**src/rtl/nibble_parity_tx_pkg.sv**
```systemverilog
// Shared types and constants for the nibble serial transmitter.
package nibble_tx_pkg;

  typedef enum logic [2:0] {
    IDLE   = 3'd0,
    START  = 3'd1,
    DATA   = 3'd2,
    PARITY = 3'd3,
    STOP   = 3'd4
  } tx_state_t;

  // start + 4 data + parity + stop
  localparam int FRAME_BITS = 7;

  // Level of the serial line when nothing is being sent.
  localparam logic TX_IDLE = 1'b1;

  // Index of the last data bit (d3) in the 2-bit data bit counter.
  localparam logic [1:0] LAST_DATA_BIT = 2'd3;

endpackage

```
**src/rtl/nibble_parity_tx_if.sv**
```systemverilog
// Valid/ready nibble handshake between upstream producer and the transmitter.
interface nibble_parity_tx_if;

  logic       in_valid;
  logic       in_ready;
  logic [3:0] in_data;

  modport master (
    output in_valid,
    output in_data,
    input  in_ready
  );

  modport slave (
    input  in_valid,
    input  in_data,
    output in_ready
  );

endinterface

```
**src/rtl/nibble_parity_tx_xor4.sv**
```systemverilog
// Existing 4-input parity stage: y is the XOR of all four input bits.
module xor4 (
  input  logic [3:0] a,
  output logic       y
);

  assign y = ^a;

endmodule

```
**src/rtl/nibble_parity_tx.sv**
```systemverilog
// Nibble serial transmitter: frames a 4-bit nibble as start, d0..d3, even
// parity and stop, each bit held for BIT_CYCLES clocks, LSB first.
module nibble_parity_tx
  import nibble_tx_pkg::*;
#(
  parameter int BIT_CYCLES = 4
) (
  input  logic                     clk,
  input  logic                     rst_n,
  nibble_parity_tx_if.slave        up,
  output logic                     tx,
  output logic                     busy,
  output logic                     frame_done
);

  localparam logic [7:0] LAST_CYCLE = 8'(BIT_CYCLES - 1);

  tx_state_t  state_r;
  logic [7:0] cyc_r;
  logic [1:0] bit_r;
  logic [3:0] shreg_r;
  logic       par_r;
  logic       tx_r;
  logic       busy_r;
  logic       done_r;

  logic       par_s;
  logic       accept_s;
  logic       bit_end_s;

  // Parity is computed combinationally from the offered nibble and only
  // captured on accept, so later changes on in_data cannot reach the frame.
  xor4 u_xor4 (
    .a (up.in_data),
    .y (par_s)
  );

  assign up.in_ready = (state_r == IDLE);
  assign accept_s    = up.in_valid && (state_r == IDLE);
  assign bit_end_s   = (cyc_r == LAST_CYCLE);

  assign tx         = tx_r;
  assign busy       = busy_r;
  assign frame_done = done_r;

  // Frame sequencer: state, bit timing, shift register and registered line outputs.
  always_ff @(posedge clk or negedge rst_n) begin
    if (!rst_n) begin
      state_r <= IDLE;
      cyc_r   <= 8'd0;
      bit_r   <= 2'd0;
      shreg_r <= 4'd0;
      par_r   <= 1'b0;
      tx_r    <= TX_IDLE;
      busy_r  <= 1'b0;
      done_r  <= 1'b0;
    end else begin
      case (state_r)
        IDLE: begin
          // frame_done is only ever high for the first IDLE cycle
          done_r <= 1'b0;
          cyc_r  <= 8'd0;
          bit_r  <= 2'd0;
          if (accept_s) begin
            shreg_r <= up.in_data;
            par_r   <= par_s;
            state_r <= START;
            tx_r    <= 1'b0;
            busy_r  <= 1'b1;
          end else begin
            tx_r   <= TX_IDLE;
            busy_r <= 1'b0;
          end
        end

        START: begin
          if (bit_end_s) begin
            cyc_r   <= 8'd0;
            state_r <= DATA;
            tx_r    <= shreg_r[0];
          end else begin
            cyc_r <= cyc_r + 8'd1;
          end
        end

        DATA: begin
          if (bit_end_s) begin
            cyc_r <= 8'd0;
            if (bit_r == LAST_DATA_BIT) begin
              state_r <= PARITY;
              tx_r    <= par_r;
            end else begin
              // the next bit to drive is the one about to reach bit 0
              shreg_r <= shreg_r >> 1;
              tx_r    <= shreg_r[1];
              bit_r   <= bit_r + 2'd1;
            end
          end else begin
            cyc_r <= cyc_r + 8'd1;
          end
        end

        PARITY: begin
          if (bit_end_s) begin
            cyc_r   <= 8'd0;
            state_r <= STOP;
            tx_r    <= TX_IDLE;
          end else begin
            cyc_r <= cyc_r + 8'd1;
          end
        end

        STOP: begin
          if (bit_end_s) begin
            cyc_r   <= 8'd0;
            state_r <= IDLE;
            tx_r    <= TX_IDLE;
            busy_r  <= 1'b0;
            done_r  <= 1'b1;
          end else begin
            cyc_r <= cyc_r + 8'd1;
          end
        end

        default: begin
          // unreachable encoding: fall back to a quiet idle line
          state_r <= IDLE;
          cyc_r   <= 8'd0;
          bit_r   <= 2'd0;
          tx_r    <= TX_IDLE;
          busy_r  <= 1'b0;
          done_r  <= 1'b0;
        end
      endcase
    end
  end

endmodule

```
**src/flat_wrapper.sv**
```systemverilog
// flat-port wrapper written by rule: the top's interface ports become plain ports
module nibble_parity_tx_flat import nibble_tx_pkg::*;
#(
  parameter int BIT_CYCLES = 4
)
  (clk, rst_n, tx, busy, frame_done, up_in_valid, up_in_data, up_in_ready);
  nibble_parity_tx_if up_i ();
  input  logic clk;
  input  logic rst_n;
  output logic tx;
  output logic busy;
  output logic frame_done;
  input wire logic [$bits(up_i.in_valid)-1:0] up_in_valid;
  input wire logic [$bits(up_i.in_data)-1:0] up_in_data;
  output wire logic [$bits(up_i.in_ready)-1:0] up_in_ready;
  assign up_i.in_valid = up_in_valid;
  assign up_i.in_data = up_in_data;
  assign up_in_ready = up_i.in_ready;
  nibble_parity_tx #(.BIT_CYCLES(BIT_CYCLES)) u_core (.clk(clk), .rst_n(rst_n), .up(up_i), .tx(tx), .busy(busy), .frame_done(frame_done));
endmodule
```
**config.mk**
```make
export PLATFORM = sky130hd
export DESIGN_NAME = nibble_parity_tx_flat
export DESIGN_NICKNAME = d
export VERILOG_FILES = /design/src/rtl/nibble_parity_tx_pkg.sv /design/src/rtl/nibble_parity_tx_if.sv /design/src/rtl/nibble_parity_tx_xor4.sv /design/src/rtl/nibble_parity_tx.sv /design/src/flat_wrapper.sv
export SDC_FILE = /design/constraint.sdc
export NUM_CORES = 1
export LEC_CHECK = 0
export BUFFER_PORTS_ARGS = -buffer_cell sky130_fd_sc_hd__buf_2
export CAP_MARGIN = 20
export CORE_MARGIN = 2
export CORE_UTILIZATION = 57
export DETAILED_ROUTE_END_ITERATION = 6
export GPL_ROUTABILITY_DRIVEN = 0
export PLACE_DENSITY = 0.77
export SLEW_MARGIN = 10
export SYNTH_ARGS = -nofsm -noshare
export SYNTH_HDL_FRONTEND = slang
export SYNTH_SLANG_ARGS = --single-unit
```
**constraint.sdc**
```tcl
create_clock -name clk -period 2.3 [get_ports clk]
set_input_delay 0.46 -clock clk [delete_from_list [all_inputs] [get_ports clk]]
set_output_delay 0.46 -clock clk [all_outputs]
set_load 0.03 [all_outputs]
```
# After elaboration in Yosys (flattened, before gate mapping)
# Index checks and enable logic that the tools add are counted.
[totals]
out_inout_bits = 4
in_bits = 7
wordCells = 66
ff_bits = 21
[op_classes]
muxes = 26
bitwise = 2
add_sub_neg = 2
eq_ne = 14
reduce_logical = 14
[op_table]
columns = ["cell", "n"]
rows = [
  ["two-way mux 3 bit", 6],
  ["two-way mux 8 bit", 2],
  ["case mux 3 bit (5 select lines)", 1],
  ["inequality test 2 x 1 -> 1 bit (second input constant)", 7],
  ["two-way mux 4 bit", 3],
  ["adder 8 x 1 -> 8 bit (second input constant)", 1],
  ["== test 8 x 2 -> 1 bit (second input constant)", 1],
  ["case mux 4 bit (2 select lines)", 1],
  ["two-way mux 1 bit", 7],
  ["== test 3 x 2 -> 1 bit (second input constant)", 2],
  ["AND reduction 3 bit", 2],
  ["AND reduction 6 bit", 1],
  ["OR reduction 3 bit", 2],
  ["two-way mux 2 bit", 2],
  ["case mux 1 bit (4 select lines)", 1],
  ["case mux 2 bit (2 select lines)", 1],
  ["AND reduction 2 bit", 2],
  ["AND reduction 4 bit", 1],
  ["OR reduction 4 bit", 1],
  ["XOR reduction 4 bit", 1],
  ["== test 3 x 1 -> 1 bit (second input constant)", 1],
  ["== test 3 bit (second input constant)", 1],
  ["logical NOT 3 bit", 1],
  ["case mux 1 bit (3 select lines)", 1],
  ["8 further kinds", 9],
]

# Longest topological paths before layout
[depth]
depth_word = 4
depth_mapped = 5
mapped_depth_nobuf = 5

# By module
# From an unflattened synthesis, not the netlist that was laid out.
[unflattened]
cells_unflattened = 103
hier_area_um2 = 1112.3
[by_module_without_submodules]
columns = ["module", "area_per_inst_um2", "cells_each", "n_inst", "seq_area_each_um2"]
rows = [
  ["nibble_parity_tx", 1086.0, 100, 1, 526.8],
  ["xor4", 26.3, 3, 1, 0.0],
]

# Least setup slack after synthesis
# No wires, ideal clock.
[synth_path]
path_kind = "register to register"
startpoint = "register u_core.state_r[1]"
endpoint = "register u_core.shreg_r[0]"
arrival_ps = 1925
slack_ps = 244
required_time_ps = 2170
setup_time_ps = 130
path_buffers = 1
synth_period_minus_slack_ps = 2056
path_stages_with_launch = 6
cell_sequence = "dfrtp_1 clkbuf_1 nor3_1 nand2_1 o22ai_1 a21oi_1"
[synth_via]
elab_chain_cells = 4
[synth_lines]
columns = ["element", "line_no", "rtl"]
rows = [
  ["start: declaration", "nibble_parity_tx.sv:18", "tx_state_t state_r;"],
  ["start signal: assignment", "nibble_parity_tx.sv:49", "state_r <= IDLE;"],
  ["start signal: assignment", "nibble_parity_tx.sv:67", "state_r <= START;"],
  ["start signal: assignment", "nibble_parity_tx.sv:79", "state_r <= DATA;"],
  ["logical NOT 3 bit (*)", "n/a", ""],
  ["net up_in_ready", "flat_wrapper.sv:15", "output wire logic [$bits(up_i.in_ready)-1:0] up_in_ready;"],
  ["logical AND 1 bit", "nibble_parity_tx.sv:39", "assign accept_s = up.in_valid && (state_r == IDLE);"],
  ["inequality test 2 x 1 -> 1 bit (no line)", "n/a", ""],
  ["AND reduction 4 bit (no line)", "n/a", ""],
  ["end signal: assignment", "nibble_parity_tx.sv:65", "shreg_r <= up.in_data;"],
  ["end signal: assignment", "nibble_parity_tx.sv:94", "shreg_r <= shreg_r >> 1;"],
  ["end: declaration", "nibble_parity_tx.sv:21", "logic [3:0] shreg_r;"],
]
# Mark *: on every way through the listed nets, which the timed path passes. The rest lies on a longest branch.
# A chain may end at the register's enable or synchronous reset.

# Worst setup path in the final report
[layout_path]
startpoint = "register u_core.state_r[1]"
endpoint = "output port up_in_ready"
[layout_via]
elab_chain_cells = 1
[layout_lines]
columns = ["element", "line_no", "rtl"]
rows = [
  ["logical NOT 3 bit", "nibble_parity_tx.sv:38", "assign up.in_ready = (state_r == IDLE);"],
  ["end: declaration", "flat_wrapper.sv:15", ""],
]
# Every way passes these cells.

==> key figures <==
STA
  • Final Max Tran Viols: 0
  • Unrepaired setup endpoints after global routing: no
  • Setup TNS: 0 ns
  • Final setup viols: 0
  • Setup Skew: 0.00222 ns
  • Worst Tran Pin Value: 0.543 ns
  • Slew margin rel.: 63.5%
  • Tcrit/Tclk final: 91.2%
  • Final hold viol count: 0
  • Post-layout min period: 2.10 ns
  • Fmax: 477 MHz

Die
  • I/O pin total: 11
  • Initial Utilization: 59.0%
  • Placeable Area: 0.00192 sq mm
  • Die area: 0.00236 sq mm
  • Die Height: 48.6 um
  • # rows: 16
  • Die width: 48.6 um

Global routing
  • Vias in the first global route: 797
  • First-pass GRT wire length: 3660 um
  • Initial antenna violation count: 0
  • GRT Overall Usage: 20.5%
  • Largest net degree at the start of global routing: 22
  • Congestion Overflow GR: 0

Logic synthesis
  • FFs w/ async S/R, synth: 100%
  • Sequential share of the synthesized area: 46.5%
  • Synth area leader: dfrtp_1
  • Most used DFF post-synth: dfrtp_1
  • FF+latch count, synth: 21
  • Post-Synthesis Cells: 113
  • Synth top area share: 44.2%
  • Syn Area/Cell: 10.0 sq um
  • Synthesized area: 0.00113 sq mm
  • Top cells by area, synth: dfrtp_1 44%, nor2_1 4.6%, xnor2_1 4.6%
  • Yosys Warn Count: 0
  • Syn Nets: 122
  • EDFF count, synth: 0
  • Number of distinct library cells after synthesis: 30

Routing
  • Met1 wire length: 1000 um
  • Via density per instance: 5.53
  • WL/cell: 14.2 um
  • Iteration-0 DRC Markers: 24
  • Residual DRC: 0
  • Vias: 835
  • DRT antenna net count: 0
  • WL final: 2150 um
  • Drt first pass iters: 5
  • Routed wl met3: 93 um
  • Uppermost layer routed: met4
  • Met2 routed WL: 1040 um

Final layout
  • Nets: 134
  • Number of fill cells: 168
  • Final Util: 64.3%
  • Commonest non-fill, non-tap cell in the layout: dfrtp_1
  • Non-Filler Instances: 151
  • Ant diodes: 0
  • Area Overhead vs Synth: 9.05%
  • Layout cell share with drive strength beyond 1: 16.9%
  • Most frequent cells in the layout: 20 x dfrtp_1, 14 x nor2_1, 10 x nand2_1, 10 x buf_2

Setup path
  • Worst Path Max Fanout: 11
  • Critical Path RT: 1.84 ns
  • Crit path DAT: 1.64 ns
  • CP startpoint kind: flop
  • Critical path class: flop to output pin
  • Crit. End Element: output pin

Clock tree
  • Clock Latency Late Sink: 0.30 ns
  • Root buffer cell: clkbuf_4
  • CTS resizes: 0
  • CTS tree: yes
  • Clock sinks: 21
  • Clock buffer count from CTS: 3
  • CTS max path bufs: 2
  • Clk slew on worst S/H paths: 0.11 ns
  • Cts-stage hold buffer count: 0
  • Post CTS Setup Buffer Count: 0
  • H-tree Lvls: 1

Pwr
  • PwrDens: 1060 mW/mm^2
  • Leakage: 0.000559 uW
  • VDD IR-drop max: 0.000716 V
  • Total Power: 1310 uW

Placed design
  • Dpl hpwl: 1520 um
  • Placed Cells: 147
  • I/O Buffers: 10

Flow run
  • Number of max-cap violations: 0

Run status
  • Status: finished clean

Hold path
  • Min-delay worst type: input port to asynchronous set/reset pin
[per-stage QoR]
stage / hold slack [ns] / cell area (sq um) / worst slack (ns)
2_1_floorplan: 0.164 / 1130 / 0.244
5_1_grt: 0.126 / 1240 / 0.114
3_5_place_dp: 0.442 / 1210 / 0.382
4_1_cts: 0.111 / 1240 / 0.245
3_3_place_gp: 0.438 / 1210 / 0.434
6_report: 0.0999 / 1240 / 0.204
[routing by layer]
metal / vias to the layer above / global-route usage [%]
met5: - / 0
met4: 0 / 4.29
met3: 2 / 3.70
met2: 25 / 35.2
met1: 386 / 27.3
li1: 422 / -
[path summary, 6_finish.rpt]
kind | end | cells past startpoint | startpoint | slack [ns]
min in group clk | u_core.cyc_r[0] | 1 | u_core.cyc_r[0] | 0.47
min | u_core.busy | 1 | rst_n | 0.1
min reg2reg | u_core.cyc_r[0] | 1 | u_core.cyc_r[0] | 0.47
max in group asynchronous | u_core.tx | 1 | rst_n | 1.86
max | up_in_ready | 2 | u_core.state_r[1] | 0.20
max reg2reg | u_core.state_r[0] | 5 | u_core.cyc_r[0] | 0.36
[area by class of cell]
type                            instances  area [sq um]  share of cell area [%]
Timing Repair Buffer                   11          57.6                    4.66
Sequential cell                        21           527                    42.6
Tap cell                               27          33.8                    2.73
Clock buffer                            4          26.3                    2.13
Inverter                                4          15.0                    1.21
Multi-Input combinational cell         84           577                    46.7
[flip-flops by register name, summed over array words and instances (netlist names)]
signal             flops
u_core.state_r         3
u_core.par_r           1
u_core.busy            1
u_core.frame_done      1
u_core.cyc_r           8
u_core.tx              1
u_core.shreg_r         4
u_core.bit_r           2
[Yosys cell counts (all sizes together) (2+ instances only)]
cell,instances
ha,2
a31oi,2
mux2,4
nor4b,2
nand2,10
xnor2,6
clkbuf,4
inv,4
o22ai,6
o21ai,6
nand3,4
dfrtp,20
nor3,4
xor2,3
and2,2
nor2b,2
a21oi,4
mux2i,5
nor2,14
[critical path: stages, from the launching register on]
cell and delay [ns]:
dfrtp_1 0.53, nor3_1 0.52, buf_2 0.30
[cell families (layout without fill, tap and decap cells)]
logic type / after synthesis / count (layout) / synth area share [%]
xor+xnor: 9 / 9 / 6.95
flops: 21 / 21 / 46.5
fa+ha+maj: 2 / 2 / 2.21
simple gates: 43 / 43 / 20.8
buf+inv: 8 / 19 / 2.65
compound gates: 21 / 21 / 11.9
mux: 9 / 9 / 9.05
[power breakdown]
part / leakage [uW] / switching (uW) / total (uW) / internal, uW
clock: 0.0000150 / 107 / 175 / 67.5
sequential: 0.000270 / 111 / 590 / 479
combinational: 0.000274 / 310 / 544 / 234
(Power assumes the default switching activity.)
